## src/rtl/mem_responder_pkg.sv

```systemverilog
// Shared types and default address windows for the memory responder.
// Latency: n/a (types only). Backpressure: n/a.
package mem_responder_pkg;

   typedef enum logic [2:0] {
      IDLE  = 3'd0,
      FETCH = 3'd1,
      LOAD  = 3'd2,
      STORE = 3'd3,
      FAULT = 3'd4
   } state_t;

   typedef logic [31:0] word_t;

   localparam logic [15:0] INSTR_BASE_DEF  = 16'h0000;
   localparam logic [15:0] INSTR_LIMIT_DEF = 16'h3FFC;
   localparam logic [15:0] DATA_BASE_DEF   = 16'h4000;
   localparam logic [15:0] DATA_LIMIT_DEF  = 16'hFFFC;

endpackage

```

## src/rtl/mem_window_check.sv

```systemverilog
// Combinational address window check; optional word-alignment check under MEM_RESPONDER_ALIGN_CHECK_EN.
// Latency: 0 cycles. Backpressure: none.
// Without the macro, bits [1:0] do not affect legality beyond the range compare.
module mem_window_check #(
   parameter int unsigned       ADDR_W = 16,
   parameter logic [ADDR_W-1:0] BASE   = '0,
   parameter logic [ADDR_W-1:0] LIMIT  = '1
) (
   input  logic [ADDR_W-1:0] addr,
   output logic              ok
);

   logic [ADDR_W-1:0] offset;
   logic              in_range;

   // Modular offset from BASE: a single compare covers both bounds when LIMIT >= BASE.
   assign offset   = addr - BASE;
   assign in_range = (offset <= (LIMIT - BASE));

`ifdef MEM_RESPONDER_ALIGN_CHECK_EN
   assign ok = in_range && (addr[1:0] == 2'b00);
`else
   assign ok = in_range;
`endif

endmodule

```

## src/rtl/mem_responder.sv

```systemverilog
// Arbitrates fetch and load/store onto one single-port RAM with window checks and sticky segv; align check via MEM_RESPONDER_ALIGN_CHECK_EN.
// Latency: read done MEM_LATENCY+1 cycles after acceptance, store done 1 cycle after acceptance.
// Backpressure: wait_instr/wait_data stay high until the done cycle; FAULT holds both high until reset.
module mem_responder
   import mem_responder_pkg::*;
#(
   parameter int unsigned       ADDR_W      = 16,
   parameter int unsigned       MEM_LATENCY = 2,
   parameter logic [ADDR_W-1:0] INSTR_BASE  = INSTR_BASE_DEF,
   parameter logic [ADDR_W-1:0] INSTR_LIMIT = INSTR_LIMIT_DEF,
   parameter logic [ADDR_W-1:0] DATA_BASE   = DATA_BASE_DEF,
   parameter logic [ADDR_W-1:0] DATA_LIMIT  = DATA_LIMIT_DEF
) (
   input  logic              clk,
   input  logic              resetn,
   input  logic              fetch_req,
   input  logic [ADDR_W-1:0] pc,
   input  logic              ld,
   input  logic              st,
   input  logic [ADDR_W-1:0] data_addr,
   input  word_t             store_data,
   output word_t             instruction,
   output word_t             load_data,
   output logic              wait_instr,
   output logic              wait_data,
   output logic              instr_segv,
   output logic              data_segv,
   output logic [ADDR_W-3:0] mem_addr,
   output word_t             mem_wdata,
   output logic              mem_we,
   output logic              mem_re,
   input  word_t             mem_rdata
);

   localparam int unsigned CNT_W = $clog2(MEM_LATENCY + 1);
   localparam logic [CNT_W-1:0] CNT_INIT = CNT_W'(MEM_LATENCY);

   state_t           state, state_nxt;
   logic [CNT_W-1:0] cnt;
   logic             instr_ok, data_ok;
   logic             data_req, data_bad;
   logic             instr_done, data_done, load_done;
   logic             in_fault;

   mem_window_check #(.ADDR_W(ADDR_W), .BASE(INSTR_BASE), .LIMIT(INSTR_LIMIT)) u_instr_chk (
      .addr (pc),
      .ok   (instr_ok)
   );

   mem_window_check #(.ADDR_W(ADDR_W), .BASE(DATA_BASE), .LIMIT(DATA_LIMIT)) u_data_chk (
      .addr (data_addr),
      .ok   (data_ok)
   );

   assign data_req = ld | st;
   assign data_bad = (ld & st) | ~data_ok;

   always_ff @(posedge clk) begin
      if (!resetn) state <= IDLE;
      else         state <= state_nxt;
   end

   always_comb begin
      state_nxt = state;
      case (state)
         IDLE: begin
            if (data_req)       state_nxt = data_bad ? FAULT : (st ? STORE : LOAD);
            else if (fetch_req) state_nxt = instr_ok ? FETCH : FAULT;
         end
         FETCH, LOAD: if (cnt == '0) state_nxt = IDLE;
         STORE:       state_nxt = IDLE;
         FAULT:       state_nxt = FAULT;
         default:     state_nxt = IDLE;
      endcase
   end

   // Done pulses and strobes are masked during reset so an aborted access cannot complete.
   always_comb begin
      instr_done = resetn && (state == FETCH) && (cnt == '0);
      load_done  = resetn && (state == LOAD)  && (cnt == '0);
      data_done  = load_done || (resetn && (state == STORE));
      in_fault   = resetn && (state == FAULT);
      wait_instr = in_fault | (fetch_req & ~instr_done);
      wait_data  = in_fault | (data_req & ~data_done);
      mem_re     = resetn && ((state == FETCH) || (state == LOAD)) && (cnt == CNT_INIT);
      mem_we     = resetn && (state == STORE);
   end

   always_ff @(posedge clk) begin
      if (!resetn) begin
         cnt         <= '0;
         mem_addr    <= '0;
         mem_wdata   <= '0;
         instruction <= '0;
         load_data   <= '0;
         instr_segv  <= 1'b0;
         data_segv   <= 1'b0;
      end else begin
         if (state == IDLE) begin
            if (data_req) begin
               if (data_bad) begin
                  data_segv <= 1'b1;
               end else begin
                  mem_addr  <= data_addr[ADDR_W-1:2];
                  mem_wdata <= store_data;
                  cnt       <= CNT_INIT;
               end
            end else if (fetch_req) begin
               if (!instr_ok) begin
                  instr_segv <= 1'b1;
               end else begin
                  mem_addr <= pc[ADDR_W-1:2];
                  cnt      <= CNT_INIT;
               end
            end
         end
         if (((state == FETCH) || (state == LOAD)) && (cnt != '0)) cnt <= cnt - 1'b1;
         if (instr_done) instruction <= mem_rdata;
         if (load_done)  load_data   <= mem_rdata;
      end
   end

endmodule

```

## config.mk

```make
export PLATFORM = sky130hd
export DESIGN_NAME = mem_responder
export DESIGN_NICKNAME = d
export VERILOG_FILES = /design/src/rtl/mem_responder_pkg.sv /design/src/rtl/mem_window_check.sv /design/src/rtl/mem_responder.sv
export SDC_FILE = /design/constraint.sdc
export NUM_CORES = 1
export LEC_CHECK = 0
export BUFFER_PORTS_ARGS = -buffer_cell sky130_fd_sc_hd__clkbuf_2
export CORE_AREA = 2 2 100 102
export CTS_CLUSTER_DIAMETER = 60
export CTS_CLUSTER_SIZE = 25
export DETAILED_ROUTE_END_ITERATION = 10
export DIE_AREA = 0 0 102 104
export PLACE_DENSITY = 0.81
export SETUP_SLACK_MARGIN = 0.3
export SYNTH_ARGS = -nofsm -noshare
export SYNTH_HDL_FRONTEND = slang
export SYNTH_SLANG_ARGS = --single-unit
export TNS_END_PERCENT = 20
```

## constraint.sdc

```tcl
create_clock -name clk -period 2.79 [get_ports clk]
set_input_delay 0.1395 -clock clk [delete_from_list [all_inputs] [get_ports clk]]
set_output_delay 0.1395 -clock clk [all_outputs]
set_load 0.005 [all_outputs]
```

; Word-level counts from Yosys, hierarchy flattened
; Index checks and enable logic that the tools add are counted.
[classes]
add_sub_neg = 2
n_lt_le_gt_ge = 2
eq_ne = 9
muxes = 17
n_bitwise = 13
n_reduce_logical = 26
[ops]
columns = cell, n
row1 = $mux 14, 4
row2 = $le 16x14->1 const B, 1
row3 = $le 16x16->1 const B, 1
row4 = $sub 16x15->16 const B, 1
row5 = $mux 3, 5
row6 = $mux 2, 6
row7 = $reduce_and 4->1, 3
row8 = $logic_and 1x1->1, 9
row9 = $pmux 3 s3, 1
row10 = $reduce_bool 2->1, 4
row11 = $eq 3x2->1 const B, 2
row12 = $not 1->1, 6
row13 = $reduce_and 3->1, 2
row14 = $reduce_bool 3->1, 2
row15 = $ne 2x2->1 const B, 2
row16 = $or 1x1->1, 4
row17 = $and 1x1->1, 3
row18 = $eq 3x1->1 const B, 1
row19 = $eq 3x3->1 const B, 1
row20 = $logic_not 3->1, 1
row21 = $ne 3x2->1 const B, 1
row22 = $ne 3x3->1 const B, 1
row23 = $eq 2x2->1 const B, 1
row24 = $logic_not 2->1, 1
row25 = 5 further kinds, 6
[word_totals]
ff_bits = 117
input_bits = 101
out_inout_bits = 116
elab_cells = 77

; Depth between registers and ports, before layout
[logic_depth]
word_depth = 8
mapped_depth = 7
depth_no_buf = 5

; Modules after synthesis
; A second synthesis with hierarchy kept.
[hier_totals]
cells_unflattened = 576
area_unflattened_um2 = 4590.7
[modules_own_cells]
columns = module, instances, cells_each, area_each_um2, seq_area_each_um2
row1 = mem_responder, 1, 563, 4513.1, 2342.2
row2 = mem_window_check (u_data_chk), 1, 7, 40.0, 0.0
row3 = mem_window_check (u_instr_chk), 1, 6, 37.5, 0.0

; Worst setup path after synthesis
; Ideal clock, no wire load.
[synth_timing]
path_type = register -> register
startpoint = register state[2]
endpoint = register mem_addr[10]
setup_time_ps = 72
arrival_time_ps = 1533
required_time_ps = 2718
setup_slack_ps = 1186
path_stages_with_launch = 8
n_path_buf = 3
synth_period_minus_slack_ps = 1604
path_cell_list = dfxtp_1 > clkbuf_1 > nor3_1 > and3b_1 > buf_2 > a2bb2oi_4 > buf_12 > mux2i_1
[synth_between]
elab_chain_cells = 2
[synth_lines]
columns = element, line_no
row1 = from (decl), mem_responder.sv:38  ; state_t state, state_nxt;
row2 = from (signal assigned), mem_responder.sv:60  ; else state <= state_nxt;
row3 = $logic_not 3->1, mem_responder.sv:99  ; if (state == IDLE) begin
row4 = $reduce_and 4->1 (no source line), --
row5 = to (signal assigned), mem_responder.sv:104  ; mem_addr <= data_addr[ADDR_W-1:2];
row6 = to (signal assigned), mem_responder.sv:112  ; mem_addr <= pc[ADDR_W-1:2];
row7 = to (decl), mem_responder.sv:28  ; output logic [ADDR_W-3:0] mem_addr,
; No other way between the ends.
; A chain may end at the register's enable or synchronous reset.

; Final worst setup path
[layout_timing]
startpoint = register state[0]
endpoint = register mem_wdata[12]
[layout_between]
elab_chain_cells = 2
[layout_lines]
columns = element, line_no
row1 = $logic_not 3->1, mem_responder.sv:99
row2 = $reduce_and 3->1 (no source line), --
row3 = to (signal assigned), mem_responder.sv:105  ; mem_wdata <= store_data;
row4 = to (decl), mem_responder.sv:29  ; output word_t mem_wdata,
; No other way between the ends.

==> results.yml <==
outcome:
  run_status: "complete, no violations"
clock_tree:
  cts_num_sinks: 117
  worst_skew_pair.late_latency_ps: 510
  cts_root_buf: "clkbuf_8"
  numCtsBuffers: 17
  clock_path_buffers: 2
  clkSlewWorstSetupHoldPaths_ps: 60
  htree_levels: 4
  tritoncts: "done"
  post-cts-setup-buffers: 0
die:
  design.core.area_sq_um: 9549
  die_width_um: 102
  fp.dieH_um: 104
  initial_core_util: 0.4912
  die_area_sq_um: 10610
  io-pin-count: 217
  placementRows: 36
global_routing:
  grt_antenna_before_repair: 0
  pin_count_of_the_biggest_net_entering_global_routing: 66
  first_pass_grt_wire_length_mm: 23.92
  grtUsageTotal: 0.2794
  first_global_vias: 5177
  overflow: 0
sta:
  setup_tns_ps: 0
  slew_viol_final: 0
  max_slew_margin: 0.3853
  hold_violations: 0
  rsz_0062_raised_after_global_routing: "false"
  finalClockSkew_ps: 7.738
  fin_crit_sh: 0.7031
  final-setup-viol-count: 0
  finalCriticalPeriod_ps: 1962
  fin_worst_hold_slack_ps: 40.26
  fmax_mhz: 509.8
  worst-slew-pin-transition_ps: 915.0
setup_path:
  crit_fanout: 33
  timing.critical_path.from_type: "register"
  endpoint_kind: "register"
  worstPathRequired_ps: 3230
  worst_ep_arrival_time_ps: 2400
  timing.setup.critical_path_class: "register to register"
synthesis:
  syn-instance-count: 575
  asyncSetResetFlopFracSynth: 0
  netlist_area_sq_um: 4691
  synth.net_count: 678
  synth_top_flop_cell: "dfxtp_1"
  ys_ff_latch: 117
  synth_area_leaders: "dfxtp_1, nand2_1, nand3_1"
  synth.top_cell.area_share: 0.4993
  synth_edf_count: 0
  synth.avg_cell_area_sq_um: 8.158
  synth.yosys.seq_area_share: 0.4993
  synth.distinct_cells: 43
  yosys_warnings: 0
  synth_area_leader_cell: "dfxtp_1"
power:
  power.density_cell_area_nw_per_um2: 681.5
  irDropWorstVdd_uv: 469.7
  cellLeakagePower_nw: 3.313
drt:
  detail_route.drc_violations: 0
  route.detailed.vias_per_inst: 5.240
  drt_first_iter_violations: 197
  post_drt_wl_per_cell_um: 15.15
  routed_wl_mm: 14.86
  ant_nets: 0
  vias: 5140
  drt-pass1-iter-count: 4
cells_and_area:
  drive_gt1_frac: 0.3231
  nNetsFinal: 939
  layout.core_utilization: 0.7416
  syn2layout_area_growth_pct: 50.97
  final_cell_mix: "clkbuf_2, nand2_1, dfxtp_1, o21ai_0, nand3_1"
  diodes: 0
  final_common_cell: "clkbuf_2"
placement:
  placement.io_buffers: 216
  gp_routability_congestion: 0.8826
  post-dp-hpwl_mm: 8.977
job:
  cap_violations: 0
worst_hold_path:
  timing.hold.worst.class: "primary input to register"
==> critical path, cell delays in order, from the launching register on <==
cell and delay (ps):
dfxtp_1 410, nor3_1 490, and3b_1 310, buf_4 360
nand3_1 140, a21oi_1 170
==> registers in the layout (all words and copies together) (netlist names) <==
| register | count |
|---|---|
| state | 3 |
| mem_addr | 14 |
| mem_wdata | 32 |
| cnt | 2 |
| load_data | 32 |
| instr_segv | 1 |
| data_segv | 1 |
| instruction | 32 |
==> cell usage after synthesis (2+ instances only) <==
library cell  instances
buf_2                 7
clkbuf_1             36
mux2i_1              14
nor2b_1               3
nand2_1             157
mux2_2               14
nor2_1               11
dfxtp_1             117
nand3_1              66
nor4_1                2
o21ai_0              66
a21oi_1              36
ha_1                  2
nand4_1               7
buf_1                 3
inv_1                 4
nor3_1                4
==> kinds of logic after synthesis <==
logic type,after synthesis,share of synthesized area
AOI/OAI and AO/OA,116,0.1400
buffers and inverters,52,0.04854
and+or+nand+nor,258,0.2395
xor gates and xnor gates,2,0.003735
adders and majority gates,2,0.005334
DFF,117,0.4993
muxes,28,0.06348
==> routing by layer <==
layer,wire [um],global-route usage
met1,5932,0.3255
met2,7288,0.4643
met3,1306,0.09812
met4,333,0.1105
met5,0,0
==> timing repair <==
action,in CTS,in global routing
hold buffers,65,0
hold endpoints to repair,97,0
gates resized for setup,0,0
==> layout make-up <==
| cell class | instances | area [sq um] |
|---|---|---|
| fill | 672 | 2467 |
| sequential | 117 | 2342 |
| multi-input combinational | 406 | 2128 |
| timing repair buffer | 290 | 1802 |
| clock buffer | 22 | 452.9 |
| clock inverter | 9 | 175.2 |
| tap | 133 | 166.4 |
| inverter | 4 | 15.01 |
==> where the power goes <==
group          total, mW  internal [mW]  switching, mW
Combinational      0.652          0.315          0.337
Sequential          1.86           1.79         0.0727
Clock               2.31           1.58          0.734
==> worst paths after layout <==
| kind | start | cells after the start | slack, ps | end |
|---|---|---|---|---|
| worst max-delay path | state[0]$_SDFFE_PN0P_ | 5 | 830 | mem_wdata[12]$_SDFFE_PN0P_ |
| worst min-delay path | st | 3 | 40 | state[0]$_SDFFE_PN0P_ |
| worst max register to register | state[0]$_SDFFE_PN0P_ | 5 | 830 | mem_wdata[12]$_SDFFE_PN0P_ |
| worst min register to register | load_data[30]$_SDFFE_PN0P_ | 2 | 450 | load_data[30]$_SDFFE_PN0P_ |
==> stage by stage <==
step           total power, mW  setup WS (ps)  instances  instance area [sq um]
2_1_floorplan            2.200           1186        575                   4691
3_3_place_gp             2.431          742.5        885                   5803
3_5_place_dp             2.456          655.3        885                   5803
4_1_cts                  4.836          837.9        981                   7082
5_1_grt                  5.010          699.4        981                   7082
6_report                 4.826          828.4        981                   7082
Note: power is estimated with default switching activity, not from simulation.
